<file path="config.mk">
export PLATFORM = sky130hd
export DESIGN_NAME = pipelined_cla_adder
export DESIGN_NICKNAME = d
export VERILOG_FILES = /design/src/rtl/pipelined_cla_adder.sv
export SDC_FILE = /design/constraint.sdc
export NUM_CORES = 1
export LEC_CHECK = 0
export CORE_UTILIZATION = 42
export CTS_BUF_LIST = sky130_fd_sc_hd__clkbuf_2
export DETAILED_ROUTE_END_ITERATION = 7
export GPL_TIMING_DRIVEN = 1
export PLACE_DENSITY = 0.66
export SLEW_MARGIN = 20
export SYNTH_ARGS = -nofsm -noshare
export SYNTH_HDL_FRONTEND = slang
export SYNTH_SLANG_ARGS = --single-unit
</file>
<file path="constraint.sdc">
create_clock -name clk -period 1.92 [get_ports clk]
set_clock_uncertainty 0.05 [all_clocks]
set_input_delay 0.384 -clock clk [delete_from_list [all_inputs] [get_ports clk]]
set_output_delay 0.384 -clock clk [all_outputs]
set_load 0.02 [all_outputs]
</file>
<file path="src/rtl/pipelined_cla_adder.sv">
// Pipelined adder/subtractor: one 4-bit carry-lookahead group per stage,
// valid/ready handshake with a single global advance enable.
module pipelined_cla_adder #(
  parameter int WIDTH = 16
) (
  input  logic             clk,
  input  logic             rst_n,
  input  logic             in_valid,
  output logic             in_ready,
  input  logic [WIDTH-1:0] a,
  input  logic [WIDTH-1:0] b,
  input  logic             cin,
  input  logic             sub,
  output logic             out_valid,
  input  logic             out_ready,
  output logic [WIDTH-1:0] sum,
  output logic             cout,
  output logic             ovf
);

  localparam int LAT = WIDTH / 4;

  if ((WIDTH % 4) != 0 || WIDTH < 4 || WIDTH > 64) begin : g_width_check
    $error("pipelined_cla_adder: WIDTH must be a multiple of 4 in the range 4..64");
  end

  // Returns {group carry-out, 4 sum bits}; every carry is a flat G/P product term.
  function automatic logic [4:0] cla4(input logic [3:0] x, input logic [3:0] y,
                                      input logic ci);
    logic [3:0] g, p, c;
    logic       co;
    g    = x & y;
    p    = x ^ y;
    c[0] = ci;
    c[1] = g[0] | (p[0] & ci);
    c[2] = g[1] | (p[1] & g[0]) | (p[1] & p[0] & ci);
    c[3] = g[2] | (p[2] & g[1]) | (p[2] & p[1] & g[0]) | (p[2] & p[1] & p[0] & ci);
    co   = g[3] | (p[3] & g[2]) | (p[3] & p[2] & g[1]) | (p[3] & p[2] & p[1] & g[0])
         | (p[3] & p[2] & p[1] & p[0] & ci);
    return {co, p ^ c};
  endfunction

  logic             w_adv;
  logic [WIDTH-1:0] w_b_eff;
  logic             w_c0;

  // NOTE: one advance enable freezes every stage at once; no per-stage ready is
  // needed and an unstalled pipe still takes one operand set per cycle.
  assign w_adv    = !out_valid || out_ready;
  assign in_ready = w_adv;
  assign w_b_eff  = sub ? ~b : b;
  assign w_c0     = sub | cin;

  for (genvar k = 0; k < LAT; k++) begin : g_stage
    localparam int REM = WIDTH - 4 * k;

    logic [REM-1:0] w_a, w_b;
    logic           w_ci, w_vi;
    logic [4:0]     w_grp;
    logic [4*k+3:0] w_sum_nx;

    logic           r_valid;
    logic           r_co;
    logic [4*k+3:0] r_sum;

    if (k == 0) begin : g_head
      assign w_a      = a;
      assign w_b      = w_b_eff;
      assign w_ci     = w_c0;
      assign w_vi     = in_valid;
      assign w_sum_nx = w_grp[3:0];
    end else begin : g_tail
      assign w_a      = g_stage[k-1].g_fwd.r_a;
      assign w_b      = g_stage[k-1].g_fwd.r_b;
      assign w_ci     = g_stage[k-1].r_co;
      assign w_vi     = g_stage[k-1].r_valid;
      assign w_sum_nx = {w_grp[3:0], g_stage[k-1].r_sum};
    end

    assign w_grp = cla4(w_a[3:0], w_b[3:0], w_ci);

    // NOTE: data flops are cleared on reset as well, so sum/cout/ovf read 0
    // while rst_n is low, not just out_valid.
    always_ff @(posedge clk or negedge rst_n) begin
      if (!rst_n) begin
        r_valid <= 1'b0;
        r_co    <= 1'b0;
        r_sum   <= '0;
      end else if (w_adv) begin
        r_valid <= w_vi;
        r_co    <= w_grp[4];
        r_sum   <= w_sum_nx;
      end
    end

    if (k < LAT - 1) begin : g_fwd
      logic [REM-5:0] r_a, r_b;

      always_ff @(posedge clk or negedge rst_n) begin
        if (!rst_n) begin
          r_a <= '0;
          r_b <= '0;
        end else if (w_adv) begin
          r_a <= w_a[REM-1:4];
          r_b <= w_b[REM-1:4];
        end
      end
    end else begin : g_out
      logic r_ovf;

      // Carry into the MSB is recovered as sum ^ a ^ b' of that bit.
      always_ff @(posedge clk or negedge rst_n) begin
        if (!rst_n) begin
          r_ovf <= 1'b0;
        end else if (w_adv) begin
          r_ovf <= w_grp[4] ^ (w_grp[3] ^ w_a[3] ^ w_b[3]);
        end
      end
    end
  end

  assign out_valid = g_stage[LAT-1].r_valid;
  assign sum       = g_stage[LAT-1].r_sum;
  assign cout      = g_stage[LAT-1].r_co;
  assign ovf       = g_stage[LAT-1].g_out.r_ovf;

endmodule

</file>
==> flow_summary.yaml, run 1 <==
worst_setup_path:
  start_kind: "register"
  endpoint_kind: "register"
  arrival_ns: 2.31
  path_class: "register to register"
  cp_cell_sequence: "ha_1 > a21o_1 > a221o_1 > and3b_1 > nor3_1 > o31ai_2"
  cp_max_fo: 2
  worstPathRequired_ns: 2.35
  critical-path-max-stage-delay_ns: 0.44
  cp_slowest_cell: "dfrtp_1"
power:
  p_leak_nw: 2.62
  total_power_mw: 7.55
  vdd_drop_max_mv: 0.446
  power_density_nw_per_um2: 1440
global_route:
  grt_pass1_vias: 2842
  antenna_found_initial: 0
  grt-ovfl-total: 0
  grt_pass1_wl_um: 13000
  grt_max_degree: 59
  grt_usage_pct: 15.9
yosys:
  yosysSeqAreaShare_pct: 56.8
  syn_area_per_cell_sq_um: 9.24
  synth-seq-cells: 97
  yosys-top-cells-area: "dfrtp_1 (57%), nand2_1 (19%), ha_1 (4.7%)"
  synth.top_cell.area_share_pct: 56.8
  ys_warn_count: 0
  synthDistinctLibCells: 30
  synth_top_area_cell: "dfrtp_1"
  syn_nets: 521
  synth_area_sq_um: 4280
  syn_inst: 463
route:
  post-route-drc-count: 0
  first_pass_iters: 4
  ant_nets: 0
  wire_per_inst_um: 11.2
  routed_wl_um: 7490
  via_count: 3097
  viasPerCell: 4.65
  drt_iter0_drc: 71
clock_tree:
  path_clk_slew_ns: 0.25
  clk_latency_ns: 0.53
  ctsRootBufferMaster: "clkbuf_2"
  cts_tree: "done"
  cts_buffer_depth: 2
  clock-sinks: 97
  cts.htree.levels: 3
  cts_buffers: 9
layout:
  nFillCells: 968
  multi_input_area_sq_um: 1780
  area_growth_pct: 22.2
  fin_nets: 587
  antenna_cells: 0
  utilization_pct: 53.2
  drive_above_1_share_pct: 8.44
  final_area_sq_um: 5230
  regArea_sq_um: 2430
timing:
  timing.fmax_mhz: 532
  relSlewSlack_pct: 66.2
  setup_viol: 0
  fin_crit_sh_pct: 98.0
  hold_violations: 0
  rsz0062_at_grt: "yes"
  fin_ws_ns: 0.0391
  period_needed_ns: 1.88
  tightest_slew_ns: 0.507
  maxSlewViolCount: 0
die:
  start_util_pct: 43.6
  io_pins: 58
  die_h_um: 103
  die_w_um: 103
  design.core.area_sq_um: 9820
  rows: 36
  fp.dieArea_sq_um: 10600
place:
  dp_hpwl_um: 5350
  gp_congestion: 0.778
  io_buffers: 57
  pre_cts_slack_ns: -0.407
  placed_area_sq_um: 5110
status:
  status: "complete, no violations"
job:
  max-cap-violations: 0
worst_hold_path:
  worstHoldPathType: "input port to asynchronous set/reset pin"
==> cells in the mapped netlist, drive strengths merged <==
master / number
a211oi: 2
a21o: 4
a21oi: 11
a221o: 1
and3: 3
and3b: 1
buf: 7
clkbuf: 16
dfrtp: 97
fa: 4
ha: 16
inv: 10
nand2: 218
nand2b: 1
nor2: 9
nor2b: 1
nor3: 2
nor3b: 1
o21a: 3
o21ai: 25
o21bai: 2
o31a: 1
o31ai: 3
xnor2: 18
xor2: 7
==> worst paths after layout <==
check	start	end	slack (ns)	cells after the start
worst max-delay path	g_stage[2].g_fwd.r_b[0]$_DFFE_PN0P_	ovf$_DFFE_PN0P_	0.04	6
worst min-delay path	rst_n	g_stage[0].g_fwd.r_b[2]$_DFFE_PN0P_	0.28	2
worst max register to register	g_stage[2].g_fwd.r_b[0]$_DFFE_PN0P_	ovf$_DFFE_PN0P_	0.04	6
worst min register to register	g_stage[0].g_fwd.r_b[11]$_DFFE_PN0P_	g_stage[1].g_fwd.r_b[7]$_DFFE_PN0P_	0.43	2
max in group asynchronous	rst_n	g_stage[0].g_fwd.r_a[8]$_DFFE_PN0P_	1.01	3
min in group clk	a[10]	g_stage[0].g_fwd.r_a[6]$_DFFE_PN0P_	0.29	3
==> final cells by class <==
class	instances	area share (%)
sequential	97	46.4
multi-input combinational	333	34.0
timing repair buffer	78	14.1
tap	133	3.18
clock buffer	9	0.862
inverter	10	0.718
clock inverter	6	0.694
==> flip-flops by register name, summed over array words and instances (netlist names) <==
| signal | count |
|---|---|
| g_stage.g_fwd.r_b | 24 |
| ovf | 1 |
| cout | 1 |
| g_stage.r_sum | 24 |
| out_valid | 1 |
| g_stage.r_co | 3 |
| g_stage.g_fwd.r_a | 24 |
| sum | 16 |
| g_stage.r_valid | 3 |
==> cells by family after synthesis <==
logic type	after synthesis	share of synthesized area, %
AOI/OAI and AO/OA	52	7.26
xor gates and xnor gates	25	5.12
adders and majority gates	20	6.55
buffers and inverters	33	3.04
DFF	97	56.8
and+or+nand+nor	236	21.3
==> placed cells by master, fill, tap and decap left out, drive strengths merged, types with 4 or more instances in the layout <==
cell | netlist | routed
a21o | 4 | 4
dfrtp | 97 | 97
buf | 7 | 21
fa | 4 | 4
clkbuf | 16 | 10
nor2 | 9 | 9
inv | 10 | 10
o21ai | 25 | 25
nand2 | 218 | 218
ha | 16 | 16
clkinv | 0 | 4
clkdlybuf4s50 | 0 | 36
xor2 | 7 | 7
xnor2 | 18 | 18
a21oi | 11 | 11
dlygate4sd2 | 0 | 19
==> per-layer routing <==
layer / vias up / GRT usage, % / part of all wire, %
met2: 57 / 24.8 / 44
met5: - / 0 / 0
li1: 1603 / - / -
met1: 1424 / 22.1 / 51
met4: 0 / 7.15 / 2.0
met3: 13 / 2.31 / 3.2
==> timing repair <==
item / in CTS / in global routing
cloned: 0 / 0
buffers inserted: 1 / 1
hold buffers: 1 / 0
endpoints found under the setup margin: 21 / 3
gates resized for setup: 23 / 4
hold endpoints to repair: 36 / 0
pin swaps: 0 / 3
==> power by group <==
| part | leakage [nW] | internal, mW | switching, mW | total, mW |
|---|---|---|---|---|
| clock network | 0.0488 | 0.154 | 0.645 | 0.799 |
| registers | 1.17 | 2.94 | 0.515 | 3.45 |
| logic | 1.41 | 1.49 | 1.80 | 3.29 |
==> per-stage QoR <==
stage | TNS (ns) | std cells | hold slack [ns]
6_report | 0 | 666 | 0.275
5_1_grt | -0.0407 | 666 | 0.231
4_1_cts | 0 | 665 | 0.234
3_5_place_dp | -1.47 | 648 | 0.346
3_3_place_gp | -1.14 | 648 | 0.339
2_1_floorplan | -0.0576 | 463 | 0.0384
==> worst max-delay path, delay by kind of cell (launching register included) <==
kind	cells	cell delay [ns]
AO/OA/AOI/OAI	3	0.71
AND/OR/NAND/NOR	2	0.32
adder cells (fa/ha/maj)	1	0.31
flip-flops	1	0.44
No activity file was read; power rests on OpenSTA's default activity.
==> run 2: changes to the inputs <==
--- a/config.mk
+++ b/config.mk
@@ -5,8 +5,10 @@
 export SDC_FILE = /design/constraint.sdc
 export NUM_CORES = 1
 export LEC_CHECK = 0
+export ABC_AREA = 1
 export CORE_UTILIZATION = 42
 export CTS_BUF_LIST = sky130_fd_sc_hd__clkbuf_2
+export CTS_CLUSTER_DIAMETER = 30
 export DETAILED_ROUTE_END_ITERATION = 7
 export GPL_TIMING_DRIVEN = 1
 export PLACE_DENSITY = 0.66
==> constraint.sdc (replaced) <==
create_clock -name clk -period 1.6 [get_ports clk]
set_clock_uncertainty 0.05 [all_clocks]
set_input_delay 0.32 -clock clk [delete_from_list [all_inputs] [get_ports clk]]
set_output_delay 0.32 -clock clk [all_outputs]
set_load 0.02 [all_outputs]
==> run 2 against run 1 <==
Against the previous run: the run now ends with negative setup slack left; hold slack lost 0.085 ns; design area is 4.6% higher; combinational power increased by 40%; sequential power is 21% higher; die area is 1.5% higher; utilization rose by 1.9 points; count of clock-buffer cells in the layout grew 1; sequential share of layout area down 2.0 points; synthesized cell count increased by 2.2%; via count increased by 2.8%; non-clock buffer count is 10 higher; cell count is 3.3% higher; largest cell class unchanged; largest power group is now combinational logic.
==> flow_summary.yaml, run 2 <==
job:
  max-cap-violations: 0
timing:
  hold_violations: 0
  setup_viol: 3
  rsz0062_at_grt: "yes"
  fin_ws_ns: -0.0874
  tightest_slew_ns: 0.527
  fin_crit_sh_pct: 105
  relSlewSlack_pct: 64.9
  fin_hold_ws_ns: 0.190
  timing.fmax_mhz: 593
  period_needed_ns: 1.69
  maxSlewViolCount: 0
die:
  fp.dieArea_sq_um: 10700
  die_w_um: 104
  die_h_um: 104
  start_util_pct: 43.8
  design.core.area_sq_um: 9910
  io_pins: 58
  rows: 36
yosys:
  synthDistinctLibCells: 27
  syn_nets: 531
  syn_inst: 473
  synth.mux.area_fraction_pct: 0
  synth-seq-cells: 97
  synth-xor-area-share_pct: 4.44
  synth_compound_area_share_pct: 7.26
  postSynth.asyncResetShare_pct: 100
  synth.most_common_cell: "nand2_1"
  syn_area_per_cell_sq_um: 9.18
  ys_warn_count: 0
  synth_top_area_cell: "dfrtp_1"
  yosys.area_share.simple_pct: 20.6
  yosys-top-cells-area: "dfrtp_1 (56%), nand2_1 (17%), o21ai_0 (5.5%)"
  synth.top_cell.area_share_pct: 55.9
  synth_common_cells: "nand2_1 (201), dfrtp_1 (97), o21ai_0 (48)"
  synth_edf_count: 0
  synth_top_family_by_area: "simple AND/OR/NAND/NOR gates"
  ys.flop_type: "dfrtp_1"
  synth_area_sq_um: 4340
  synth_fa_ha_area_share_pct: 6.46
  yosysSeqAreaShare_pct: 55.9
worst_hold_path:
  hp-start: "a[15]"
  hold_depth: 3
  worstHoldPathType: "input port to register"
  worstHoldEndpoint: "g_stage[0].g_fwd.r_a[11]$_DFFE_PN0P_"
route:
  viasPerCell: 4.63
  first_pass_iters: 4
  wire_per_inst_um: 11.9
  via_count: 3183
  post-route-drc-count: 0
  routed_wl_um: 8170
  drt_iter0_drc: 106
  ant_nets: 0
layout:
  fin_cells: 688
  fin_nets: 608
  top_regs: "g_stage.g_fwd.r_a (24), g_stage.g_fwd.r_b (24), g_stage.r_sum (24)"
  mostFrequentLayoutCells: "nand2_1 (197), dfrtp_1 (97), o21ai_0 (45)"
  area_growth_pct: 25.9
  nFillCells: 914
  drive_above_1_share_pct: 16.8
  regArea_sq_um: 2430
  multi_input_area_sq_um: 1820
  antenna_cells: 0
  mostFrequentLayoutCell: "nand2_1"
worst_setup_path:
  r2r_setup_slack_ns: -0.01
  timing.rr.start: "g_stage[2].g_fwd.r_b[2]$_DFFE_PN0P_"
  cp_slowest_cell: "dfrtp_1"
  cp_max_fo: 2
  crit_top_cell: "inv_2"
  critPathTopFamily: "flip-flops"
  cp_cell_sequence: "inv_2 > nor2_4 > inv_2 > buf_6"
  crit_buf_inv: 3
  r2r_cells: 10
  critical-path-max-stage-delay_ns: 0.44
  arrival_ns: 1.32
  start_kind: "register"
  path_class: "register to primary output"
  endpoint_kind: "primary output"
  regToRegEndpoint: "ovf$_DFFE_PN0P_"
  worstPathRequired_ns: 1.23
clock_tree:
  path_clk_slew_ns: 0.24
  ctsRootBufferMaster: "clkbuf_2"
  cts.htree.levels: 3
  clk_latency_ns: 0.57
  cts_buffer_depth: 2
  clock-sinks: 97
  cts_buffers: 9
  cts_tree: "done"
status:
  violations: "negative setup slack"
  status: "finished, violations left"
place:
  dp.cells: 659
  pre_cts_slack_ns: -0.603
  gp_congestion: 0.728
  io_buffers: 57
  dp_hpwl_um: 5230
global_route:
  grt_pass1_vias: 3255
  grt-ovfl-total: 0
  grt_usage_pct: 16.8
  antenna_found_initial: 0
  grt_max_degree: 101
  grt_pass1_wl_um: 14400
power:
  power_density_nw_per_um2: 1870
  total_power_mw: 10.2
  p_leak_nw: 2.72
  vdd_drop_max_mv: 0.647
## run 2: cell families after synthesis
family | Yosys count
flops | 97
simple gates | 227
compound gates | 59
xor+xnor | 22
buf+inv | 48
fa+ha+maj | 20
## run 2: repair_timing
action	CTS	global route
hold endpoints to repair	97	0
pin swaps	7	5
buffers inserted	9	3
hold buffers	1	0
resized for setup	88	31
endpoints found under the setup margin	24	21
## run 2: where the power goes
| group | total (mW) | switching, mW | leakage [nW] | internal (mW) |
|---|---|---|---|---|
| Clock | 1.46 | 0.792 | 0.0896 | 0.670 |
| Sequential | 4.16 | 0.638 | 1.17 | 3.53 |
| Combinational | 4.60 | 2.51 | 1.46 | 2.09 |
| Total | 10.2 | 3.94 | 2.72 | 6.29 |
## run 2: final cells by class
type / count / area share (%)
timing repair buffer: 88 / 14.6
tap: 133 / 3.04
clock buffer: 10 / 0.916
sequential: 97 / 44.4
multi-input combinational: 328 / 33.3
inverter: 26 / 1.79
clock inverter: 6 / 1.95
## run 2: worst max path at each step
stage / from / endpoint / slack, ns / cells after the start
floorplan: sub / g_stage[0].r_co$_DFFE_PN0P_ / -0.21 / 12
finish: out_valid$_DFFE_PN0P_ / in_ready / -0.09 / 4
CTS: out_valid$_DFFE_PN0P_ / in_ready / -0.14 / 4
global route: out_valid$_DFFE_PN0P_ / in_ready / -0.19 / 4
global placement: sub / g_stage[0].r_co$_DFFE_PN0P_ / -0.56 / 13
detailed placement: sub / g_stage[0].r_co$_DFFE_PN0P_ / -0.60 / 13
## run 2: metrics by stage
step           area (sq um)  setup TNS (ns)  util, %
6_report               5470          -0.154     55.2
5_1_grt                5470          -0.501     55.2
4_1_cts                5310          -0.225     53.6
3_5_place_dp           5140          -13.34     51.9
3_3_place_gp           5140          -13.29     51.9
2_1_floorplan          4380          -0.351        -
## run 2: per-layer routing
metal | wire, um | vias to the layer above | GRT usage, %
met1 | 3780 | 1492 | 19.9
met3 | 219 | 11 | 2.89
met5 | 0 | - | 0
li1 | - | 1634 | -
met2 | 3980 | 46 | 29.3
met4 | 193 | 0 | 8.37
## run 2: worst reg2reg max path, delay by kind of cell (launching register included)
| kind | cells | cell delay [ns] |
|---|---|---|
| adder cells (fa/ha/maj) | 1 | 0.26 |
| flip-flops | 1 | 0.46 |
| AND/OR/NAND/NOR | 9 | 0.78 |
==> run 3: changes to the inputs <==
--- a/config.mk
+++ b/config.mk
@@ -6,12 +6,15 @@
 export NUM_CORES = 1
 export LEC_CHECK = 0
 export ABC_AREA = 1
+export ABC_CLOCK_PERIOD_IN_PS = 1600
 export CORE_UTILIZATION = 42
 export CTS_BUF_LIST = sky130_fd_sc_hd__clkbuf_2
 export CTS_CLUSTER_DIAMETER = 30
+export CTS_CLUSTER_SIZE = 8
 export DETAILED_ROUTE_END_ITERATION = 7
 export GPL_TIMING_DRIVEN = 1
 export PLACE_DENSITY = 0.66
+export RECOVER_POWER = 50
 export SLEW_MARGIN = 20
 export SYNTH_ARGS = -nofsm -noshare
 export SYNTH_HDL_FRONTEND = slang
==> run 3 against run 2 <==
Against the previous run: the flow still finishes with violations (negative setup slack); routed wire length is 0.31% higher; sequential power about the same; largest power group unchanged; critical endpoint unchanged; utilization decreased by 0.13 points.
==> flow_summary.yaml, run 3 (same netlist as run 2, synthesis figures left out) <==
place:
  dp.cells: 659
  io_buffers: 57
  placed_area_sq_um: 5140
  pre_cts_slack_ns: -0.603
  dp_hpwl_um: 5230
  gp_congestion: 0.728
global_route:
  grt-ovfl-total: 0
  grt_max_degree: 101
  grt_pass1_vias: 3255
  antenna_found_initial: 0
  grt_usage_pct: 16.8
  grt_pass1_wl_um: 14400
route:
  drt_iter0_drc: 106
  first_pass_iters: 4
  viasPerCell: 4.62
  routed_wl_um: 8190
  post-route-drc-count: 0
  wire_per_inst_um: 11.9
  ant_nets: 0
  via_count: 3180
layout:
  antenna_cells: 0
  top_regs: "g_stage.g_fwd.r_a (24), g_stage.g_fwd.r_b (24), g_stage.r_sum (24)"
  final_area_sq_um: 5450
  drive_above_1_share_pct: 16.8
  mostFrequentLayoutCells: "nand2_1 (197), dfrtp_1 (97), o21ai_0 (45)"
  fin_nets: 608
  mostFrequentLayoutCell: "nand2_1"
  utilization_pct: 55.0
  area_growth_pct: 25.7
  fin_cells: 688
timing:
  fin_crit_sh_pct: 106
  fin_ws_ns: -0.0885
  tns_ns: -0.166
  fin_hold_ws_ns: 0.189
  rsz0062_at_grt: "yes"
  period_needed_ns: 1.69
  setup_viol: 3
  timing.fmax_mhz: 592
  maxSlewViolCount: 0
  tightest_slew_ns: 1.20
  relSlewSlack_pct: 20.1
  hold_violations: 0
worst_setup_path:
  path_class: "register to primary output"
  start_kind: "register"
  endpoint_kind: "primary output"
  cp_max_fo: 2
  worstPathRequired_ns: 1.23
  arrival_ns: 1.32
worst_hold_path:
  worstHoldPathType: "input port to register"
die:
  rows: 36
  fp.dieArea_sq_um: 10700
  die_h_um: 104
  start_util_pct: 43.8
  design.core.area_sq_um: 9910
  die_w_um: 104
  io_pins: 58
clock_tree:
  cts_buffers: 9
  clock-sinks: 97
  cts_buffer_depth: 2
  ctsRootBufferMaster: "clkbuf_2"
  cts_tree: "done"
  clk_latency_ns: 0.57
  cts.htree.levels: 3
  path_clk_slew_ns: 0.24
status:
  violations: "negative setup slack"
  status: "finished, violations left"
power:
  p_leak_nw: 2.72
  vdd_drop_max_mv: 0.649
  total_power_mw: 10.2
  power_density_nw_per_um2: 1880
job:
  max-cap-violations: 0
==> run 3: cell count changes in the layout (fill, tap and decap cells not counted), sizes merged <==
cell | previous run | this run
clkbuf | 10 | 11
buf | 51 | 50
==> run 3: report_power, final <==
| group | total [mW] | internal, mW | switching [mW] |
|---|---|---|---|
| Sequential | 4.16 | 3.53 | 0.640 |
| Clock | 1.47 | 0.670 | 0.796 |
| Combinational | 4.60 | 2.09 | 2.51 |
| Total | 10.2 | 6.29 | 3.95 |
==> run 3: final timing paths <==
path / to / slack [ns] / start / depth (start not counted)
setup / recovery: in_ready / -0.09 / out_valid$_DFFE_PN0P_ / 4
max in group asynchronous: g_stage[0].g_fwd.r_b[3]$_DFFE_PN0P_ / 0.21 / rst_n / 3
setup reg to reg: ovf$_DFFE_PN0P_ / -0.02 / g_stage[2].g_fwd.r_b[2]$_DFFE_PN0P_ / 10
hold / removal: g_stage[0].g_fwd.r_a[11]$_DFFE_PN0P_ / 0.19 / a[15] / 3
min in group asynchronous: g_stage[1].g_fwd.r_a[4]$_DFFE_PN0P_ / 0.52 / rst_n / 3
hold reg to reg: out_valid$_DFFE_PN0P_ / 0.43 / g_stage[2].r_valid$_DFFE_PN0P_ / 2
==> run 3: area by class of cell <==
type / count / area, sq um
Inverter: 26 / 97.6
Clock buffer: 10 / 50.0
Sequential cell: 97 / 2430
Clock inverter: 6 / 106
Multi-Input combinational cell: 328 / 1820
Fill cell: 916 / 4460
Timing Repair Buffer: 88 / 788
Tap cell: 133 / 166
==> run 3: timing repair <==
action / in CTS / in global routing
resized for setup: 88 / 31
pin swaps: 7 / 5
hold endpoints to repair: 97 / 0
setup buffers: 9 / 3
setup endpoints to repair: 24 / 21
hold buffers: 1 / 0
==> run 3: worst max-delay path: stages, from the launching register on <==
cell and delay [ns]:
dfrtp_1 0.44, inv_2 0.05, nor2_4 0.08, inv_2 0.05
buf_6 0.12
==> run 3: per-layer routing <==
metal  share of wire, %  GRT usage [%]  vias up
met4                2.4           8.37        0
met1                 46           19.9     1491
met2                 49           29.3       44
met3                2.6           2.89       11
li1                   -              -     1634
met5                  0              0        -
